[src/rtl/serial_add_pkg.sv]
// Shared types for the bit-serial adder: FSM state encoding and counter sizing.
package serial_add_pkg;

    typedef enum logic [1:0] {
        ST_IDLE  = 2'd0,
        ST_SHIFT = 2'd1,
        ST_DONE  = 2'd2
    } add_state_t;

    function automatic int cnt_width(input int w);
        return (w < 2) ? 1 : $clog2(w);
    endfunction

endpackage

[src/rtl/fa_bit_cell.sv]
// Combinational 1-bit full adder: two half-adder stages plus an OR of their carries.
module fa_bit_cell (
    input  logic x,
    input  logic y,
    input  logic z,
    output logic s,
    output logic c
);

    logic hs1;
    logic hc1;
    logic hc2;

    assign hs1 = x ^ y;
    assign hc1 = x & y;
    assign s   = hs1 ^ z;
    assign hc2 = hs1 & z;
    assign c   = hc1 | hc2;

endmodule

[src/rtl/serial_add_ctrl.sv]
// Bit-serial adder sequencer: one shared full-adder cell, LSB first, start/busy/done handshake.
// Optional signed-overflow output enabled by defining SERIAL_ADD_OVF_EN.
module serial_add_ctrl
    import serial_add_pkg::*;
#(
    parameter int WIDTH = 8
) (
    input  logic             clk,
    input  logic             rst_n,
    input  logic             start,
    input  logic [WIDTH-1:0] a,
    input  logic [WIDTH-1:0] b,
    input  logic             cin,
    output logic             busy,
    output logic             done,
    output logic [WIDTH-1:0] sum,
    output logic             cout
`ifdef SERIAL_ADD_OVF_EN
    ,
    output logic             ovf
`endif
);

    localparam int CW = cnt_width(WIDTH);
    localparam logic [CW-1:0] LAST_CNT = CW'(WIDTH - 1);

    add_state_t       state;
    logic [WIDTH-1:0] a_sr;
    logic [WIDTH-1:0] b_sr;
    logic             carry;
    logic [CW-1:0]    cnt;
    logic             cell_s;
    logic             cell_c;

    fa_bit_cell u_cell (
        .x(a_sr[0]),
        .y(b_sr[0]),
        .z(carry),
        .s(cell_s),
        .c(cell_c)
    );

    // Sum bits enter at the MSB and shift down, so after WIDTH steps bit 0 is the first cell result.
    always_ff @(posedge clk) begin
        if (!rst_n) begin
            state <= ST_IDLE;
            busy  <= 1'b0;
            done  <= 1'b0;
            sum   <= '0;
            cout  <= 1'b0;
            a_sr  <= '0;
            b_sr  <= '0;
            carry <= 1'b0;
            cnt   <= '0;
`ifdef SERIAL_ADD_OVF_EN
            ovf   <= 1'b0;
`endif
        end else begin
            case (state)
                ST_IDLE: begin
                    if (start) begin
                        a_sr  <= a;
                        b_sr  <= b;
                        carry <= cin;
                        cnt   <= '0;
                        sum   <= '0;
                        cout  <= 1'b0;
                        busy  <= 1'b1;
`ifdef SERIAL_ADD_OVF_EN
                        ovf   <= 1'b0;
`endif
                        state <= ST_SHIFT;
                    end
                end
                ST_SHIFT: begin
                    sum   <= {cell_s, sum[WIDTH-1:1]};
                    a_sr  <= a_sr >> 1;
                    b_sr  <= b_sr >> 1;
                    carry <= cell_c;
                    cnt   <= cnt + CW'(1);
                    if (cnt == LAST_CNT) begin
                        cout  <= cell_c;
                        done  <= 1'b1;
`ifdef SERIAL_ADD_OVF_EN
                        ovf   <= (a_sr[0] == b_sr[0]) && (cell_s != a_sr[0]);
`endif
                        state <= ST_DONE;
                    end
                end
                ST_DONE: begin
                    done  <= 1'b0;
                    busy  <= 1'b0;
                    state <= ST_IDLE;
                end
                default: begin
                    done  <= 1'b0;
                    busy  <= 1'b0;
                    state <= ST_IDLE;
                end
            endcase
        end
    end

endmodule

[config.mk]
export PLATFORM = sky130hd
export DESIGN_NAME = serial_add_ctrl
export DESIGN_NICKNAME = d
export VERILOG_FILES = /design/src/rtl/serial_add_pkg.sv /design/src/rtl/fa_bit_cell.sv /design/src/rtl/serial_add_ctrl.sv
export SDC_FILE = /design/constraint.sdc
export NUM_CORES = 1
export LEC_CHECK = 0
export BUFFER_PORTS_ARGS = -buffer_cell sky130_fd_sc_hd__buf_4
export CAP_MARGIN = 30
export CORE_MARGIN = 10
export CORE_UTILIZATION = 57
export CTS_CLUSTER_SIZE = 28
export DETAILED_ROUTE_END_ITERATION = 10
export PLACE_DENSITY = 0.83
export SYNTH_ARGS = -nofsm -noshare
export SYNTH_HDL_FRONTEND = slang
export SYNTH_HIERARCHICAL = 1
export SYNTH_SLANG_ARGS = --single-unit
[constraint.sdc]
create_clock -name clk -period 2.95 [get_ports clk]
set_input_delay 0.1475 -clock clk [delete_from_list [all_inputs] [get_ports clk]]
set_output_delay 0.1475 -clock clk [all_outputs]
set_load 0.03 [all_outputs]
# == After elaboration in Yosys (flattened, before gate mapping) ==
# Cells that the tools add are included.
# Widths: inputs -> output; s select.
# word_totals
register_bits,33
input_bits,20
# op_classes
reduce_logical,7
n_eq_ne,4
n_addsub,1
mux,20
n_bitwise,7
# op_table
operator,n
$pmux 8 s2,3
$mux 8,3
$pmux 1 s2,4
$reduce_and 2->1,4
$pmux 3 s2,1
$mux 1,5
$mux 2,2
$ne 2x2->1 const B,2
$pmux 2 s2,1
$add 3x1->3 const B,1
$eq 3x3->1 const B,1
$mux 3,1
$reduce_and 3->1,1
$and 1x1->1,2
$eq 2x1->1 const B,1
$logic_not 2->1,1
$not 1->1,2
$reduce_bool 2->1,1
$xor 1x1->1,2
$or 1x1->1,1

# == Longest topological paths before layout ==
# Gate-level depths: netlist of run 1.
# logic_depth
ltp_word,5
depth_mapped,5
depth_no_buf,5

# == Modules after synthesis ==
# Netlist of run 1, hierarchy kept.
# modules_own_cells
module,instances,cells_each,area_per_inst_um2
serial_add_ctrl,1,134,1465.2
fa_bit_cell,1,1,20.0

# == Worst setup path after synthesis of run 1 ==
# No wires, ideal clock.
# synth_path
kind,register to register
from,reg b_sr[0]
to,reg carry
path_buffers,0
path_stages_with_launch,5
required_time_ns,2.834
arrival_ns,1.024
setup_time_ns,0.116
period_less_slack_ns,1.140
slack_ns,1.810
path_cell_list,dfxtp_1 > fa_1 > mux2i_1 > nand2_1 > o211a_1
# synth_between
elab_chain_cells,4
# synth_lines
item,line,rtl
start: declaration,serial_add_ctrl.sv:29,logic [WIDTH-1:0] b_sr;
start signal: assignment,serial_add_ctrl.sv:78,b_sr <= b_sr >> 1;
$xor 1x1->1,fa_bit_cell.sv:14,assign hs1 = x ^ y;
$and 1x1->1,fa_bit_cell.sv:17,assign hc2 = hs1 & z;
$or 1x1->1 *,fa_bit_cell.sv:18,assign c = hc1 | hc2;
net cell_c,serial_add_ctrl.sv:33,logic cell_c;
$pmux 1 s2 *,serial_add_ctrl.sv:59,case (state)
end signal: assignment,serial_add_ctrl.sv:64,carry <= cin;
end signal: assignment,serial_add_ctrl.sv:79,carry <= cell_c;
end: declaration,serial_add_ctrl.sv:30,logic carry;
# The timed path passes the listed nets; every way through them passes the cells marked *.
# A chain may end at the register's enable or synchronous reset.

# == Worst setup path after layout of run 1 ==
# layout_path
from,reg state[0]
to,reg b_sr[1]
# layout_between
elab_chain_cells,3
# layout_lines
item,line,rtl
start: declaration,serial_add_ctrl.sv:27,add_state_t state;
start signal: assignment,serial_add_ctrl.sv:46,state <= ST_IDLE;
start signal: assignment,serial_add_ctrl.sv:72,state <= ST_SHIFT;
start signal: assignment,serial_add_ctrl.sv:87,state <= ST_DONE;
$eq 2x1->1 / $logic_not 2->1 (equally long branches),serial_add_ctrl.sv:59,
$reduce_bool 2->1 (no source line) / $ne 2x2->1 (equally long branches),n/a,
$reduce_and 2->1 (no source line),n/a,
# Several ways; a longest one is shown, not always the timed one.

==> flow_summary.yaml, run 1 <==
sta:
  fin_ws_ns: 1.59
  relSlewSlack: 0.752
  final_hold_viol_count: 0
  fmax_mhz: 736
  finalSetupViolCount: 0
  final-max-slew-violation-count: 0
  skew_ns: 0.00643
  tns_ns: 0
  tightest_slew_ns: 0.370
  grt_setup_unrepaired: "no"
  period_minus_slack_ns: 1.36
  period_share: 0.461
floorplanning:
  core_um2: 2480
  die_y_um: 71.0
  rows: 18
  fp.dieArea_um2: 5050
  dieWidth_um: 71.0
  start_util: 0.599
  io_pins: 31
critical_path:
  critPathTopFamily: "compound AO/OA/AOI/OAI gates"
  critPathRequiredTime_ns: 3.18
  cp_max_fo: 31
  crit_chain: "buf_4 > o21ba_4 > nand2_1 > o211a_1"
  crit_path_end_kind: "flip-flop"
  cp_slowest_cell: "o21ba_4"
  cp-startpoint: "state[0]"
  slowest_delay_ns: 0.41
  path_class: "reg -> reg"
  start_kind: "flip-flop"
  crit_buf_inv: 1
  timing.rr.start: "state[0]"
  arrival_ns: 1.59
logic_synthesis:
  synthTopCellsByArea: "dfxtp_1 (44%), o211a_1 (11%), mux2i_1 (10%)"
  synth_area_um2: 1490
  syn_area_per_cell_um2: 11.0
  synth_area_leader_cell: "dfxtp_1"
  synth-edff-count: 0
  ys_async_sr_fraction: 0
  synth_xor_area_frac: 0
  synthAdderAreaFrac: 0.0303
  yosys-top-cells-count: "dfxtp_1 (33), nand2_1 (17), o211a_1 (16)"
  synth_top_family_by_area: "compound AO/OA/AOI/OAI gates"
  ys_ff_latch: 33
  yosys.area_share.simple: 0.134
  synth.area.mux_share: 0.101
  netlist.area_leader.share: 0.445
  synth_warnings: 6
  synth_compound_area_frac: 0.222
  synth_cells: 135
  ys_types: 25
  yosysMostFrequentCell: "dfxtp_1"
  ys.flop_type: "dfxtp_1"
  yosysSeqAreaShare: 0.445
  syn-num-nets: 158
cts:
  clk_pin_slew_ns: 0.09
  cts_tree: "done"
  clockBufferDepth: 2
  ctsHoldBuffers: 0
  numCtsBuffers: 5
  cts.htree.levels: 2
  root_buffer: "clkbuf_4"
  cts_resized: 0
  cts_sinks: 33
  cts_setup_buffers: 0
  clk_latency_ns: 0.33
route:
  drt-total-wl_um: 2920
  drtIter0Drc: 72
  drt-wirelength-per-cell_um: 15.1
  route.detailed.drc: 0
  viasPerCell: 5.58
  vias: 1076
  dr.pass1.iters: 4
  drtAntennaViolNets: 0
finish:
  stdcell_area_um2: 1720
  fin_nets: 186
  areaGrowthSynthToFinish_pct: 15.8
  n_antenna_cell: 0
  drive_gt1_frac: 0.276
global_routing:
  grt_max_degree: 32
  grt_pass1_wl_um: 4830
  grt_antenna_before_repair: 0
  grt_overflow_total: 0
  grt.total_usage: 0.117
  grt_pass1_vias: 1088
worst_hold_path:
  hold_class: "in -> reg"
  min_from: "a[7]"
run:
  cap_violations: 0
power:
  power_density_nw_per_um2: 511
  irDropWorstVdd_uv: 410
  p_leak_nw: 0.853
  total_power_w: 0.000879
placed_design:
  dp_slack_ns: 1.61
  dpl_cell_area_um2: 1670
  port_buffers: 30
  hpwl_um: 2050
  gp_congestion: 0.724
status:
  status: "completed"
==> cells by family (layout without fill, tap and decap cells) <==
family,Yosys count,after routing
multiplexers,15,15
buffers and inverters,12,40
AO/OA/AOI/OAI,35,35
AND/OR/NAND/NOR,37,37
adder cells (fa/ha/maj),3,3
flip-flops,33,33
==> through the flow <==
step / utilization / std cells / hold slack, ns
after floorplan: - / 135 / 0.318
after global placement: 0.672 / 186 / 0.411
after detailed placement: 0.672 / 186 / 0.419
after CTS: 0.694 / 193 / 0.0634
after global routing: 0.694 / 193 / 0.0451
final: 0.694 / 193 / 0.0774
==> routing by layer <==
metal	global-route usage	wire length (um)	vias to the layer above
met2	0.192	1410	25
met4	0.0452	48	0
met1	0.125	1270	507
met5	0	0	-
met3	0.0614	185	6
li1	-	-	538
==> sequential cells by signal (all words and copies together) (netlist names) <==
name / count
done: 1
b_sr: 8
carry: 1
cout: 1
state: 2
sum: 8
a_sr: 8
busy: 1
cnt: 3
==> power by group <==
group | switching (W) | internal, W | leakage (nW) | total (W)
clock | 0.000140 | 0.000112 | 0.0314 | 0.000252
sequential | 0.0000156 | 0.000472 | 0.271 | 0.000488
combinational | 0.0000687 | 0.0000708 | 0.551 | 0.000140
total | 0.000224 | 0.000655 | 0.853 | 0.000879
==> worst register-to-register path: cells and delay by family, from the launching register on <==
family,cells,cell delay (ns)
AO/OA/AOI/OAI,2,0.55
AND/OR/NAND/NOR,1,0.11
flip-flops,1,0.34
buffers and inverters,1,0.25
==> worst paths after layout <==
path,endpoint,slack [ns],cells after the start
min reg2reg,busy,0.46,2
max reg2reg,b_sr[1],1.59,4
min,a_sr[7],0.08,3
max,b_sr[1],1.59,4
==> placed cells by master, fill, tap and decap left out, types with 2 or more instances in the layout <==
cell and count:
a21oi_1 3, a22oi_1 9, a22oi_2 3, buf_4 32, clkbuf_4 5, dfxtp_1 33, ha_1 2, mux2i_1 15
nand2_1 17, nand2b_1 3, nor2b_1 12, o211a_1 16
==> layout make-up <==
| class | count | area, um^2 |
|---|---|---|
| inverter | 1 | 3.75 |
| timing repair buffer | 32 | 240 |
| sequential | 33 | 661 |
| multi-input combinational | 90 | 723 |
| tap | 30 | 37.5 |
| clock buffer | 7 | 55.1 |
| fill | 209 | 757 |
No activity file was read; power rests on OpenSTA's default activity.
==> run 2, diff against run 1 <==
--- a/config.mk
+++ b/config.mk
@@ -5,13 +5,14 @@
 export SDC_FILE = /design/constraint.sdc
 export NUM_CORES = 1
 export LEC_CHECK = 0
+export ABC_AREA = 1
 export BUFFER_PORTS_ARGS = -buffer_cell sky130_fd_sc_hd__buf_4
 export CAP_MARGIN = 30
 export CORE_MARGIN = 10
-export CORE_UTILIZATION = 57
+export CORE_UTILIZATION = 48
 export CTS_CLUSTER_SIZE = 28
 export DETAILED_ROUTE_END_ITERATION = 10
-export PLACE_DENSITY = 0.83
+export PLACE_DENSITY = 0.74
 export SYNTH_ARGS = -nofsm -noshare
 export SYNTH_HDL_FRONTEND = slang
 export SYNTH_HIERARCHICAL = 1
==> constraint.sdc (replaced) <==
create_clock -name clk -period 1.16 [get_ports clk]
set_input_delay 0.058 -clock clk [delete_from_list [all_inputs] [get_ports clk]]
set_output_delay 0.058 -clock clk [all_outputs]
set_load 0.03 [all_outputs]
==> flow_summary.yaml, run 2 <==
finish:
  regArea_um2: 668
  n_antenna_cell: 0
  areaGrowthSynthToFinish_pct: 38.7
  utilization: 0.686
  fill_cells: 254
  fin_nets: 281
  drive_gt1_frac: 0.305
  final_cell_mix: "nand2_1 (54), buf_4 (39), nor2_1 (33), dfxtp_1 (29), inv_1 (23)"
  final_common_cell: "nand2_1"
  top_regs: "a_sr: 8 flops, b_sr: 8 flops, sum: 8 flops"
  multi_input_area_um2: 737
  stdcell_area_um2: 2080
status:
  violations: "setup timing"
  status: "finished with violations"
power:
  irDropWorstVdd_uv: 661
  power_density_nw_per_um2: 1180
  p_int_w: 0.00177
  p_seq_frac: 0.507
  switching_share: 0.274
  clockPowerShare: 0.309
  p_leak_nw: 0.980
  power_frac_comb: 0.185
  p_sw_w: 0.000668
global_routing:
  grt_pass1_vias: 1257
  grt_max_degree: 25
  grt_pass1_wl_um: 5440
  grt_overflow_total: 0
  grt_antenna_before_repair: 0
  grt.total_usage: 0.124
sta:
  fmax_mhz: 835
  finalSetupViolCount: 11
  relSlewSlack: 0.791
  period_minus_slack_ns: 1.20
  skew_ns: 0.00943
  grt_setup_unrepaired: "yes"
  final-max-slew-violation-count: 0
  tns_ns: -0.255
  final_hold_viol_count: 0
  whs_ns: 0.0216
  tightest_slew_ns: 0.312
  period_share: 1.03
  fin_ws_ns: -0.0380
route:
  drtIter0Drc: 112
  vias: 1399
  drtAntennaViolNets: 0
  route.detailed.drc: 0
  viasPerCell: 4.62
  drt-wirelength-per-cell_um: 11.4
  dr.pass1.iters: 4
  drt-total-wl_um: 3450
critical_path:
  crit_buf_inv: 2
  cp_max_fo: 7
  critPathTopFamily: "compound AO/OA/AOI/OAI gates"
  start_kind: "flip-flop"
  timing.rr.start: "state[0]"
  crit_path_end_kind: "flip-flop"
  critPathMostFrequentCell: "buf_6"
  critPathRequiredTime_ns: 1.45
  arrival_ns: 1.49
  crit_chain: "buf_6 > o21ai_4 > buf_6 > nand2_1 > a21oi_2"
  path_class: "reg -> reg"
  slowest_delay_ns: 0.36
  cp_slowest_cell: "dfxtp_4"
  cp-startpoint: "state[0]"
logic_synthesis:
  ys_ff_latch: 33
  synth_cells: 211
  synthAdderAreaFrac: 0.0301
  ys_types: 22
  synthTopCellsByArea: "dfxtp_1 (44%), nand2_1 (15%), nor2_1 (8.3%)"
  yosysSeqAreaShare: 0.441
  syn-num-nets: 234
  yosys.area_share.simple: 0.300
  synth_top_family_by_area: "simple AND/OR/NAND/NOR gates"
  syn_area_per_cell_um2: 7.10
  ys_async_sr_fraction: 0
  yosysMostFrequentCell: "nand2_1"
  ys.flop_type: "dfxtp_1"
  synth-edff-count: 0
  synth_area_um2: 1500
  synth.area.mux_share: 0
  yosys-top-cells-count: "nand2_1 (59), dfxtp_1 (33), nor2_1 (33)"
  synth_xor_area_frac: 0
  netlist.area_leader.share: 0.441
  synth_area_leader_cell: "dfxtp_1"
  synth_warnings: 6
  synth_compound_area_frac: 0.114
placed_design:
  port_buffers: 30
  dpl_cell_area_um2: 1840
  hpwl_um: 2360
  gp_congestion: 0.844
  dp_slack_ns: -0.00577
cts:
  clk_latency_ns: 0.35
  root_buffer: "clkbuf_4"
  cts.htree.levels: 2
  clockBufferDepth: 2
  cts_tree: "done"
  clk_pin_slew_ns: 0.10
  cts_sinks: 33
  numCtsBuffers: 5
floorplanning:
  core_um2: 3030
  fp.dieArea_um2: 5750
  dieWidth_um: 75.9
  start_util: 0.495
  io_pins: 31
  die_y_um: 75.9
  rows: 20
run:
  cap_violations: 0
worst_hold_path:
  hold_class: "in -> reg"
  min_from: "rst_n"
[run 2: timing repair]
| item | in CTS | in global routing |
|---|---|---|
| setup buffers | 0 | 3 |
| cloned | 0 | 1 |
| hold endpoints to repair | 3 | 0 |
| pin swaps | 1 | 9 |
| hold buffers | 3 | 0 |
| endpoints found under the setup margin | 9 | 30 |
| resized for setup | 3 | 25 |
[run 2: per-layer routing]
layer | GRT usage | share of wire | up-vias | wire length (um)
met5 | 0 | 0 | - | 0
met4 | 0.0619 | 0.020 | 0 | 68
met3 | 0.0521 | 0.058 | 6 | 199
met2 | 0.188 | 0.46 | 26 | 1600
met1 | 0.146 | 0.46 | 621 | 1580
li1 | - | - | 746 | -
[run 2: kinds of logic after synthesis]
| group | Yosys count |
|---|---|
| fa+ha+maj | 3 |
| compound gates | 32 |
| simple gates | 109 |
| buf+inv | 34 |
| flops | 33 |
[run 2: power by group through the flow]
stage,clock (W),sequential (W),combinational [W]
final,0.000753,0.00124,0.000451
after CTS,0.000775,0.00123,0.000408
after detailed placement,0,0.00126,0.000397
after floorplan,0,0.00127,0.000234
after global placement,0,0.00126,0.000392
after global routing,0.000826,0.00125,0.000501
[run 2: final timing paths]
check                                to  slack [ns]  cells after the start
worst max-delay path             sum[4]       -0.04                      5
worst min-delay path            b_sr[2]        0.02                      3
worst max register to register   sum[4]       -0.04                      5
worst min register to register   cnt[0]        0.44                      1
[run 2: area by class of cell]
class / count / share of cell area
inverter: 25 / 0.0464
clock buffer: 7 / 0.0313
multi-input combinational: 144 / 0.355
tap: 44 / 0.0265
timing repair buffer: 49 / 0.217
clock inverter: 1 / 0.00241
sequential: 33 / 0.322
[run 2: worst min-delay path: cells and delay by family]
family                 cells  cell delay [ns]
AOI/OAI and AO/OA          1             0.04
buffers and inverters      2             0.24
[run 2: per-stage QoR]
step | std cells | total power [W]
floorplan | 211 | 0.00150
global route | 303 | 0.00257
finish | 303 | 0.00244
CTS | 299 | 0.00242
detailed placement | 288 | 0.00166
global placement | 288 | 0.00165
==> run 3, diff against run 2 <==
--- a/config.mk
+++ b/config.mk
@@ -12,7 +12,7 @@
 export CORE_UTILIZATION = 48
 export CTS_CLUSTER_SIZE = 28
 export DETAILED_ROUTE_END_ITERATION = 10
-export PLACE_DENSITY = 0.74
+export PLACE_DENSITY = 0.77
 export SYNTH_ARGS = -nofsm -noshare
 export SYNTH_HDL_FRONTEND = slang
 export SYNTH_HIERARCHICAL = 1
==> flow_summary.yaml, run 3 (same netlist as run 2, synthesis figures left out) <==
run:
  cap_violations: 0
floorplanning:
  core_um2: 3030
  dieWidth_um: 75.9
  fp.dieArea_um2: 5750
  die_y_um: 75.9
  start_util: 0.495
  rows: 20
  io_pins: 31
cts:
  root_buffer: "clkbuf_4"
  numCtsBuffers: 5
  cts.htree.levels: 2
  cts_sinks: 33
  cts_tree: "done"
  clk_pin_slew_ns: 0.11
  clk_latency_ns: 0.33
  clockBufferDepth: 2
sta:
  fmax_mhz: 867
  skew_ns: 0.00908
  finalSetupViolCount: 0
  period_share: 0.994
  final_hold_viol_count: 0
  grt_setup_unrepaired: "yes"
  final-max-slew-violation-count: 0
  period_minus_slack_ns: 1.15
  relSlewSlack: 0.835
  whs_ns: 0.0334
  fin_ws_ns: 0.00659
  tightest_slew_ns: 0.248
route:
  drtIter0Drc: 55
  route.detailed.drc: 0
  drtAntennaViolNets: 0
  drt-total-wl_um: 3470
  dr.pass1.iters: 4
  viasPerCell: 4.64
  drt-wirelength-per-cell_um: 11.5
  vias: 1396
finish:
  final_common_cell: "nand2_1"
  fill_cells: 264
  final_cell_mix: "nand2_1 (52), buf_4 (40), nor2_1 (31), dfxtp_1 (29), inv_1 (22)"
  top_regs: "a_sr: 8 flops, b_sr: 8 flops, sum: 8 flops"
  areaGrowthSynthToFinish_pct: 33.8
  utilization: 0.662
  stdcell_area_um2: 2000
  fin_nets: 279
  drive_gt1_frac: 0.319
  n_antenna_cell: 0
placed_design:
  gp_congestion: 0.820
  dp_slack_ns: -0.0201
  hpwl_um: 2430
  port_buffers: 30
  dpl_cell_area_um2: 1830
power:
  total_power_w: 0.00229
  power_density_nw_per_um2: 1140
  p_leak_nw: 0.919
  irDropWorstVdd_uv: 686
critical_path:
  cp_max_fo: 2
  crit_path_end_kind: "flip-flop"
  start_kind: "flip-flop"
  crit_chain: "fa_1 > nand2_2 > nand2_1 > nor2_1 > nor2_1"
  critPathMostFrequentCell: "nor2_1"
  slowest_delay_ns: 0.43
  cp_slowest_cell: "fa_1"
  path_class: "reg -> reg"
  arrival_ns: 1.39
  critPathRequiredTime_ns: 1.40
global_routing:
  grt_antenna_before_repair: 0
  grt_max_degree: 20
  grt.total_usage: 0.124
  grt_pass1_vias: 1306
  grt_overflow_total: 0
  grt_pass1_wl_um: 5580
worst_hold_path:
  hold_class: "in -> reg"
status:
  status: "completed"
-- run 3: changes by cell type in the layout (fill, tap and decap cells not counted), sizes merged --
cell         previous run  this run
clkbuf                  8         6
clkinv                  2         3
dlygate4sd3             3         2
-- run 3: routing by layer --
metal  up-vias  global-route usage  wire length (um)
li1        741                   -                 -
met4         0              0.0495                47
met1       630               0.144              1600
met5         -                   0                 0
met3         5              0.0430               149
met2        20               0.205              1670
-- run 3: final timing paths --
kind,slack [ns],start,end,cells past startpoint
worst max-delay path,0.007,b_sr[0],carry,5
worst min-delay path,0.03,start,busy,3
worst max register to register,0.007,b_sr[0],carry,5
worst min register to register,0.45,cnt[0],cnt[0],1
-- run 3: per-stage QoR --
step	cells	setup TNS (ns)
2_1_floorplan	211	0
3_3_place_gp	290	-0.0102
3_5_place_dp	290	-0.0394
4_1_cts	300	0
5_1_grt	301	-0.192
6_report	301	0
-- run 3: final cells by class --
class	instances	area (um^2)	area share
flip-flops and latches	33	668	0.333
inverters	25	96.3	0.0481
well taps	44	55.1	0.0275
multi-input cells	144	739	0.369
repair buffers	47	394	0.197
clock buffers	6	41.3	0.0206
clock inverters	2	10.0	0.00499
-- run 3: power by group --
group          internal, W  switching (W)  leakage, nW
Combinational     0.000204       0.000225        0.614
Sequential         0.00120      0.0000419        0.273
Clock             0.000231       0.000387       0.0320
-- run 3: worst max-delay path, delay by kind of cell (launching register included) --
family                     cells  cell delay [ns]
and+or+nand+nor                4             0.29
adders and majority gates      1             0.43
DFF                            1             0.35
-- run 3: repair_timing --
item,4_1_cts,5_1_grt
endpoints found under the setup margin,13,22
hold buffers,2,0
pin swaps,1,7
endpoints found under the hold margin,2,0
gates resized for setup,5,28
buffers inserted,0,1
gates cloned,0,0
